$ cat src/rtl/cpu_pkg.sv
// Shared types for the multicycle RV32I-subset control path: ALU ops, controller
// states, opcodes and datapath mux selects.
package cpu_pkg;

  typedef enum logic [2:0] {
    ALU_ADD = 3'd0,
    ALU_SUB = 3'd1,
    ALU_AND = 3'd2,
    ALU_OR  = 3'd3,
    ALU_XOR = 3'd4,
    ALU_SLL = 3'd5,
    ALU_SRL = 3'd6,
    ALU_SLT = 3'd7
  } alu_op_t;

  typedef enum logic [3:0] {
    S_FETCH     = 4'd0,
    S_DECODE    = 4'd1,
    S_EXEC_R    = 4'd2,
    S_EXEC_I    = 4'd3,
    S_ALU_WB    = 4'd4,
    S_MEM_ADDR  = 4'd5,
    S_MEM_READ  = 4'd6,
    S_MEM_WB    = 4'd7,
    S_MEM_WRITE = 4'd8,
    S_BRANCH    = 4'd9,
    S_JAL       = 4'd10,
    S_FAULT     = 4'd11
  } ctrl_state_t;

  localparam logic [6:0] OP_R      = 7'b0110011;
  localparam logic [6:0] OP_I      = 7'b0010011;
  localparam logic [6:0] OP_LOAD   = 7'b0000011;
  localparam logic [6:0] OP_STORE  = 7'b0100011;
  localparam logic [6:0] OP_BRANCH = 7'b1100011;
  localparam logic [6:0] OP_JAL    = 7'b1101111;

  typedef enum logic [1:0] {SRC_A_PC = 2'd0, SRC_A_RS1 = 2'd1, SRC_A_OLD_PC = 2'd2} alu_src_a_t;
  typedef enum logic [1:0] {SRC_B_RS2 = 2'd0, SRC_B_IMM = 2'd1, SRC_B_FOUR = 2'd2} alu_src_b_t;
  typedef enum logic [1:0] {IMM_I = 2'd0, IMM_S = 2'd1, IMM_B = 2'd2, IMM_J = 2'd3} imm_sel_t;
  typedef enum logic [1:0] {RES_ALU = 2'd0, RES_MEM = 2'd1, RES_PC4 = 2'd2} result_src_t;

  // States that hold mem_req and are therefore guarded by the timeout counter.
  function automatic logic is_wait_state(ctrl_state_t s);
    return (s == S_FETCH) || (s == S_MEM_READ) || (s == S_MEM_WRITE);
  endfunction

endpackage

$ cat src/rtl/multicycle_controller_alu_decoder.sv
// Combinational ALU operation decode from funct3/funct7_5; flags encodings the
// datapath does not implement (SLTU-slot 011 and arithmetic right shift).
module alu_decoder
  import cpu_pkg::*;
(
  input  logic [2:0] funct3,
  input  logic       funct7_5,
  input  logic       is_rtype,
  output alu_op_t    alu_op,
  output logic       illegal
);

  always_comb begin
    alu_op  = ALU_ADD;
    illegal = 1'b0;
    case (funct3)
      3'b000:  alu_op = (is_rtype && funct7_5) ? ALU_SUB : ALU_ADD;
      3'b111:  alu_op = ALU_AND;
      3'b110:  alu_op = ALU_OR;
      3'b100:  alu_op = ALU_XOR;
      3'b001:  alu_op = ALU_SLL;
      3'b101: begin
        alu_op  = ALU_SRL;
        illegal = funct7_5;
      end
      3'b010:  alu_op = ALU_SLT;
      default: illegal = 1'b1;
    endcase
  end

endmodule

$ cat src/rtl/multicycle_controller.sv
// Multicycle control FSM driving the shared datapath strobes and mux selects.
// Optional CTRL_PERF_CNT_EN adds cycle_cnt / instret performance counters.
module multicycle_controller
  import cpu_pkg::*;
#(
  parameter int TIMEOUT_CYCLES = 16
) (
  input  logic       clk,
  input  logic       rst,
  input  logic [6:0] opcode,
  input  logic [2:0] funct3,
  input  logic       funct7_5,
  input  logic       zero,
  input  logic       mem_ready,
  output logic       mem_req,
  output logic       mem_we,
  output logic       ir_write,
  output logic       pc_write,
  output logic       reg_write,
  output logic [1:0] alu_src_a,
  output logic [1:0] alu_src_b,
  output logic [2:0] alu_op,
  output logic [1:0] imm_sel,
  output logic [1:0] result_src,
  output logic       fault,
  output logic [3:0] state_o
`ifdef CTRL_PERF_CNT_EN
  ,
  output logic [31:0] cycle_cnt,
  output logic [31:0] instret
`endif
);

  localparam int CNT_W = (TIMEOUT_CYCLES > 2) ? $clog2(TIMEOUT_CYCLES) : 1;
  localparam logic [CNT_W-1:0] TMO_LAST = CNT_W'(TIMEOUT_CYCLES - 1);

  ctrl_state_t state_q, state_d;
  logic [CNT_W-1:0] tmo_q, tmo_d;
  alu_op_t dec_op;
  logic dec_illegal, wait_miss, timeout;

  alu_decoder u_alu_decoder (
    .funct3   (funct3),
    .funct7_5 (funct7_5),
    .is_rtype (opcode == OP_R),
    .alu_op   (dec_op),
    .illegal  (dec_illegal)
  );

  assign wait_miss = is_wait_state(state_q) && !mem_ready;
  assign timeout   = wait_miss && (tmo_q == TMO_LAST);

  always_ff @(posedge clk or posedge rst) begin
    if (rst) begin
      state_q <= S_FETCH;
      tmo_q   <= '0;
    end else begin
      state_q <= state_d;
      tmo_q   <= tmo_d;
    end
  end

  always_comb begin
    state_d = state_q;
    case (state_q)
      S_FETCH:     if (mem_ready) state_d = S_DECODE; else if (timeout) state_d = S_FAULT;
      S_DECODE: begin
        case (opcode)
          OP_R:               state_d = S_EXEC_R;
          OP_I:               state_d = S_EXEC_I;
          OP_LOAD, OP_STORE:  state_d = S_MEM_ADDR;
          OP_BRANCH:          state_d = S_BRANCH;
          OP_JAL:             state_d = S_JAL;
          default:            state_d = S_FAULT;
        endcase
      end
      S_EXEC_R, S_EXEC_I: state_d = dec_illegal ? S_FAULT : S_ALU_WB;
      S_ALU_WB:    state_d = S_FETCH;
      S_MEM_ADDR:  state_d = (opcode == OP_LOAD) ? S_MEM_READ : S_MEM_WRITE;
      S_MEM_READ:  if (mem_ready) state_d = S_MEM_WB; else if (timeout) state_d = S_FAULT;
      S_MEM_WB:    state_d = S_FETCH;
      S_MEM_WRITE: if (mem_ready) state_d = S_FETCH; else if (timeout) state_d = S_FAULT;
      S_BRANCH:    state_d = (funct3 == 3'b000 || funct3 == 3'b001) ? S_FETCH : S_FAULT;
      S_JAL:       state_d = S_FETCH;
      S_FAULT:     state_d = S_FAULT;
      default:     state_d = S_FAULT;
    endcase
  end

  // Counter restarts on every state change so each wait state gets a full budget.
  always_comb begin
    tmo_d = tmo_q;
    if (state_d != state_q) tmo_d = '0;
    else if (wait_miss)     tmo_d = tmo_q + 1'b1;
  end

  // Outputs are gated by rst so an async reset drops mem_req immediately.
  always_comb begin
    mem_req    = 1'b0;
    mem_we     = 1'b0;
    ir_write   = 1'b0;
    pc_write   = 1'b0;
    reg_write  = 1'b0;
    alu_src_a  = SRC_A_PC;
    alu_src_b  = SRC_B_RS2;
    alu_op     = ALU_ADD;
    imm_sel    = IMM_I;
    result_src = RES_ALU;
    fault      = 1'b0;
    if (!rst) begin
      case (state_q)
        S_FETCH: begin
          mem_req   = 1'b1;
          alu_src_b = SRC_B_FOUR;
          ir_write  = mem_ready;
          pc_write  = mem_ready;
        end
        S_DECODE: begin
          alu_src_a = SRC_A_OLD_PC;
          alu_src_b = SRC_B_IMM;
          imm_sel   = IMM_B;
        end
        S_EXEC_R: begin
          alu_src_a = SRC_A_RS1;
          alu_op    = dec_op;
        end
        S_EXEC_I: begin
          alu_src_a = SRC_A_RS1;
          alu_src_b = SRC_B_IMM;
          alu_op    = dec_op;
        end
        S_ALU_WB: reg_write = 1'b1;
        S_MEM_ADDR: begin
          alu_src_a = SRC_A_RS1;
          alu_src_b = SRC_B_IMM;
          imm_sel   = (opcode == OP_STORE) ? IMM_S : IMM_I;
        end
        S_MEM_READ: mem_req = 1'b1;
        S_MEM_WB: begin
          reg_write  = 1'b1;
          result_src = RES_MEM;
        end
        S_MEM_WRITE: begin
          mem_req = 1'b1;
          mem_we  = 1'b1;
        end
        S_BRANCH: begin
          alu_src_a = SRC_A_RS1;
          alu_op    = ALU_SUB;
          pc_write  = ((funct3 == 3'b000) && zero) || ((funct3 == 3'b001) && !zero);
        end
        S_JAL: begin
          pc_write   = 1'b1;
          reg_write  = 1'b1;
          result_src = RES_PC4;
        end
        S_FAULT: fault = 1'b1;
        default: fault = 1'b1;
      endcase
    end
  end

  assign state_o = state_q;

`ifdef CTRL_PERF_CNT_EN
  logic [31:0] cycle_cnt_q, instret_q;

  always_ff @(posedge clk or posedge rst) begin
    if (rst) begin
      cycle_cnt_q <= '0;
      instret_q   <= '0;
    end else begin
      cycle_cnt_q <= cycle_cnt_q + 32'd1;
      if ((state_q != S_FETCH) && (state_d == S_FETCH)) instret_q <= instret_q + 32'd1;
    end
  end

  assign cycle_cnt = cycle_cnt_q;
  assign instret   = instret_q;
`endif

endmodule

$ cat config.mk
export PLATFORM = sky130hd
export DESIGN_NAME = multicycle_controller
export DESIGN_NICKNAME = d
export VERILOG_FILES = /design/src/rtl/cpu_pkg.sv /design/src/rtl/multicycle_controller_alu_decoder.sv /design/src/rtl/multicycle_controller.sv
export SDC_FILE = /design/constraint.sdc
export NUM_CORES = 1
export LEC_CHECK = 0
export CAP_MARGIN = 5
export CORE_MARGIN = 1.5
export CORE_UTILIZATION = 40
export DETAILED_ROUTE_END_ITERATION = 7
export DONT_BUFFER_PORTS = 1
export SLEW_MARGIN = 10
export SYNTH_ARGS = -nofsm -noshare
export SYNTH_HDL_FRONTEND = slang
export SYNTH_SLANG_ARGS = --single-unit
$ cat constraint.sdc
create_clock -name clk -period 3.5 [get_ports clk]
set_clock_uncertainty 0.05 [all_clocks]
set_input_delay 0.7 -clock clk [delete_from_list [all_inputs] [get_ports clk]]
set_output_delay 0.7 -clock clk [all_outputs]
set_load 0.05 [all_outputs]
==> run_results.csv, run 1 <==
group,metric,value,unit
synthesis,ys_async_sr_fraction,1.00,
hold_path,holdCritPathClass,"input port to async pin",
synthesis,synth_common_cells,"nor2_1 (14), nand2_1 (12), dfrtp_1 (8), nor3_1 (8), o21ai_0 (7)",
routing,via_count,1142,
synthesis,ys.flop_type,"dfrtp_1",
cells_and_area,fin_nets,172,
routing,dr.first_iter.drc_count,57,
synthesis,yosysSeqAreaShare,0.181,
cells_and_area,utilization,0.510,
timing,hold_violations,0,
timing,worstMarginPinSlew,633,ps
cts,holdBufCountCts,0,
cts,path_clk_slew,60,ps
cts,cts_resized,0,
synthesis,synth.most_common_cell,"nor2_1",
setup_path,crit_type,"flip-flop to output port",
timing,grt_setup_unrepaired,"false",
cts,cts_tree,"built",
setup_path,cp_cell_sequence,"nor2b_1, a41oi_1, o21bai_1, buf_12",
run_status,status,"finished, final reports clean",
cells_and_area,multi_input_area,876,um2
synthesis,synth.area.top_cells,"dfrtp_1 (18%), nor2_1 (4.8%), nand2_1 (4.1%), mux2i_1 (3.6%), nor3_1 (3.6%)",
timing,period_minus_slack,2970,ps
global_routing,grt-ovfl-total,0,
place,place_congestion,0.832,
cts,cts.sinks,8,
floorplanning,die-area,3080,um2
timing,maxSlewViolCount,0,
setup_path,crit_fanout,14,
cells_and_area,num_antenna_cells,0,
routing,antenna_left,0,
synthesis,yosys.area.top_type_share,0.181,
cts,clock_path_buffers,2,
routing,wl_per_cell,16.1,um
routing,via_per_inst,6.27,
global_routing,grtUsageTotal,0.195,
cells_and_area,register_area,200,um2
setup_path,worstSetupEndpointType,"output port",
place,numPortBuffers,0,
pwr,powerDensity,143,nW/um2
place,hpwl,2260,um
setup_path,worstPathArrival,2220,ps
synthesis,synth_seq_cells,8,
cells_and_area,fillerInstances,253,
global_routing,grt_antenna_before_repair,0,
cells_and_area,syn_to_final_growth,17.7,%
synthesis,yosysUniqueCellTypes,53,
floorplanning,fp.dieH,55.5,um
cts,post-cts-setup-buffers,0,
synthesis,syn-num-nets,157,
setup_path,critPathMaxStageDelay,710,ps
pwr,worst_ir_drop_vdd,160,uV
synthesis,synth_warnings,0,
pwr,power.leakage,0.515,nW
timing,setup_tns,0,ps
routing,drc_errors,0,
timing,post-route-period-util,0.848,
global_routing,grt_max_degree,18,
cts,htreeDepth,1,
floorplanning,ios,36,
synthesis,synth.cell_area,1100,um2
floorplanning,start_util,0.434,
cts,insertion_delay,250,ps
floorplanning,rows,18,
floorplanning,core_area,2540,um2
timing,slew-limit-headroom,0.577,
routing,wl,2930,um
cells_and_area,drive_above_1_share,0.237,
cts,root_buffer,"clkbuf_4",
global_routing,grt_first_pass_wirelength,4930,um
cts,numCtsBuffers,3,
timing,max_freq,337,MHz
global_routing,grt_pass1_vias,1060,
floorplanning,dieWidth,55.5,um
setup_path,slowest_stage,"dfrtp_1",
job,maxCapViolCount,0,
synthesis,synth.avg_cell_area,7.94,um2
routing,first_pass_iters,4,
synthesis,synth_edf_count,0,
synthesis,postSynthCellCount,139,
timing,finalSetupViolations,0,
setup_path,cp.required,2750,ps
synthesis,synth_top_cell_by_area,"dfrtp_1",
setup_path,startpoint_type,"flip-flop",
==> power by group <==
group	switching, mW	internal [mW]	total [mW]
sequential	0	0.0926	0.0926
combinational	0.0125	0.00955	0.0220
clock	0.0314	0.0392	0.0706
total	0.0439	0.141	0.185
==> worst max-delay path: cells and delay by family (launching register included) <==
family                 cells  cell delay [ps]
and+or+nand+nor            1              600
DFF                        1              710
buffers and inverters      1              180
AOI/OAI and AO/OA          2              470
==> flip-flops by register name (all words and copies together), names as in the netlist <==
name     cells
state_o      4
tmo_q        4
==> per-stage QoR <==
stage               instances  worst slack [ps]  hold slack, ps  power, mW  instance area [um2]
finish                    182               531             293      0.185                 1300
global route              182               401             332      0.198                 1300
detailed placement        179               862             539      0.116                 1280
floorplan                 139              39.8             502      0.113                 1120
CTS                       182               579             300      0.189                 1300
global placement          179               905             521      0.116                 1280
==> cell type report <==
cell class	instances	share of cell area
timing repair buffer	18	0.114
tap	30	0.0289
sequential	8	0.154
clock buffer	3	0.0173
multi-input combinational	119	0.674
inverter	4	0.0116
==> kinds of logic (layout without fill, tap and decap cells) <==
group,Yosys count,after routing,share of synthesized area
adder cells (fa/ha/maj),3,3,0.0340
buffers and inverters,12,25,0.0567
multiplexers,5,5,0.0465
AND/OR/NAND/NOR,68,68,0.363
XOR/XNOR,6,6,0.0476
AO/OA/AOI/OAI,37,37,0.271
flip-flops,8,8,0.181
==> layout by cell type, fill, tap and decap left out, drive strengths merged, types with 3 or more instances in the layout <==
cell and count:
clkbuf 3, nor3 8, nand2 12, a211oi 3, nor2 14, ha 3, nand3 3, mux2i 4
inv 4, o211ai 3, dfrtp 8, o21ai 9, and3 5, nor2b 4, xor2 3, buf 18
a21oi 6, xnor2 3, a41oi 3, nor4 3
==> metal layers <==
layer / global-route usage / vias to the layer above / part of all wire
met1: 0.270 / 540 / 0.49
met3: 0.0609 / 2 / 0.063
met2: 0.294 / 41 / 0.44
met5: 0 / - / 0
met4: 0.0488 / 0 / 0.0048
li1: - / 559 / -
==> worst paths after layout <==
path / cells past startpoint / to / slack, ps / start
worst max-delay path: 4 / pc_write / 530 / state_o[0]
max in group asynchronous: 1 / state_o[3] / 2780 / rst
worst min register to register: 2 / tmo_q[0] / 550 / tmo_q[0]
worst max register to register: 6 / tmo_q[1] / 1080 / state_o[0]
worst min-delay path: 1 / state_o[2] / 290 / rst
min in group clk: 2 / tmo_q[0] / 550 / tmo_q[0]
No activity file was read; power rests on OpenSTA's default activity.
==> inputs of run 2 (changes only) <==
clock period = 2.63 ns   (was 3.5 ns; I/O delays follow)
==> run 2 against run 1 <==
  * Design area is 11% higher
  * Utilization is 5.8 points higher
  * Clock-buffer cell count is 1 higher
  * Setup slack worse by 410 ps
  * Worst hold slack worse by 110 ps
  * Via count is 3.2% higher
  * Sequential cell count stayed put
  * Sequential power is 33% higher
  * Critical endpoint is now imm_sel[0]
  * Largest cell class unchanged
==> run_results.csv, run 2 (synthesis gave the netlist of run 1 again) <==
group,metric,value,unit
timing,finalSetupViolations,0,
cts,holdBufCountCts,0,
setup_path,worstReg2RegStart,"state_o[2]",
routing,wl,2990,um
floorplanning,dieWidth,55.5,um
floorplanning,die-area,3080,um2
cells_and_area,num_antenna_cells,0,
cts,insertion_delay,260,ps
global_routing,grt_antenna_before_repair,0,
cts,cts.sinks,8,
cts,htreeDepth,1,
timing,worstMarginPinSlew,582,ps
cells_and_area,utilization,0.568,
routing,antenna_left,0,
cells_and_area,fin_nets,179,
cells_and_area,multi_input_area,913,um2
routing,drc_errors,0,
setup_path,critPathMaxStageDelay,630,ps
routing,dr.first_iter.drc_count,35,
cells_and_area,syn_to_final_growth,31.0,%
place,dp_slack,269,ps
setup_path,cp_cell_sequence,"nand2b_1, or4b_1, nor3b_4, buf_12",
cells_and_area,mostFrequentLayoutCells,"buf_4 (20), nand2_1 (12), nor2_1 (11)",
pwr,power,257,uW
routing,via_count,1179,
routing,first_pass_iters,4,
cells_and_area,fin_area,1450,um2
cells_and_area,register_area,203,um2
cells_and_area,fillerInstances,225,
setup_path,startpoint_type,"flip-flop",
place,numPortBuffers,0,
cts,cts_tree,"built",
setup_path,worstSetupEndpointType,"output port",
place,place_area,1410,um2
place,placedCellCount,186,
global_routing,grt_pass1_vias,1053,
cells_and_area,drive_above_1_share,0.331,
cells_and_area,final_common_cell,"buf_4",
setup_path,crit_type,"flip-flop to output port",
setup_path,slowest_stage,"or4b_1",
cts,clock_path_buffers,2,
floorplanning,core_area,2540,um2
floorplanning,fp.dieH,55.5,um
cts,numCtsBuffers,3,
timing,hold_violations,0,
pwr,powerDensity,178,nW/um2
setup_path,worstPathArrival,1940,ps
timing,hold_ws,188,ps
global_routing,grt_first_pass_wirelength,4870,um
global_routing,grt-ovfl-total,0,
global_routing,grt_max_degree,20,
hold_path,holdCritPathClass,"input port to async pin",
setup_path,cp.required,2050,ps
timing,layout_setup_ws,118,ps
timing,grt_setup_unrepaired,"false",
cts,path_clk_slew,60,ps
global_routing,grtUsageTotal,0.192,
place,place_congestion,0.966,
timing,slew-limit-headroom,0.612,
pwr,worst_ir_drop_vdd,129,uV
floorplanning,start_util,0.434,
setup_path,crit_fanout,4,
floorplanning,rows,18,
floorplanning,ios,36,
timing,period_minus_slack,2510,ps
routing,wl_per_cell,15.8,um
routing,via_per_inst,6.21,
timing,post-route-period-util,0.955,
cells_and_area,fin_cells,190,
pwr,power.leakage,0.586,nW
place,hpwl,2380,um
job,maxCapViolCount,0,
run_status,status,"finished, final reports clean",
timing,max_freq,398,MHz
timing,setup_tns,0,ps
timing,maxSlewViolCount,0,
cts,root_buffer,"clkbuf_4",
setup_path,crit_start,"state_o[1]",
setup_path,reg2reg_depth,7,
-- run 2: cell types whose count changed in the layout (fill, tap and decap cells not counted), sizes merged --
| cell | previous run | this run |
|---|---|---|
| clkbuf | 3 | 4 |
| buf | 18 | 25 |
-- run 2: path summary, 6_finish.rpt --
path / endpoint / slack [ps]
setup / recovery: imm_sel[0] / 120
hold / removal: state_o[2] / 190
setup reg to reg: tmo_q[2] / 360
hold reg to reg: tmo_q[0] / 550
max in group asynchronous: tmo_q[0] / 2200
min in group clk: state_o[2] / 420
-- run 2: report_power, final --
part           switching, mW  total, mW  internal, mW
Clock                 0.0441      0.102        0.0582
Sequential                 0      0.123         0.123
Combinational         0.0173     0.0313        0.0140
-- run 2: area by class of cell --
| class | instances | area share |
|---|---|---|
| inverter | 4 | 0.0104 |
| tap | 30 | 0.0260 |
| clock buffer | 4 | 0.0182 |
| timing repair buffer | 25 | 0.173 |
| sequential | 8 | 0.140 |
| multi-input combinational | 119 | 0.632 |
-- run 2: routing by layer --
metal / share of wire / up-vias / global-route usage
met5: 0 / - / 0
met4: 0.012 / 0 / 0.0662
met3: 0.063 / 4 / 0.0304
met2: 0.47 / 46 / 0.303
met1: 0.46 / 549 / 0.264
li1: - / 580 / -
-- run 2: worst max-delay path, delay by kind of cell, from the launching register on --
kind                   cells  cell delay [ps]
flip-flops                 1              390
AND/OR/NAND/NOR            3             1120
buffers and inverters      1              160
-- run 2: what timing repair did --
| action | in CTS | in global routing |
|---|---|---|
| buffers inserted | 0 | 0 |
| endpoints found under the setup margin | 0 | 3 |
| resized for setup | 0 | 3 |
==> inputs of run 3 (changes only) <==
GPL_ROUTABILITY_DRIVEN = 0   (was unset)
==> results of run 3 <==
Same layout as run 2: the final DEF is identical, and so are final timing and power.
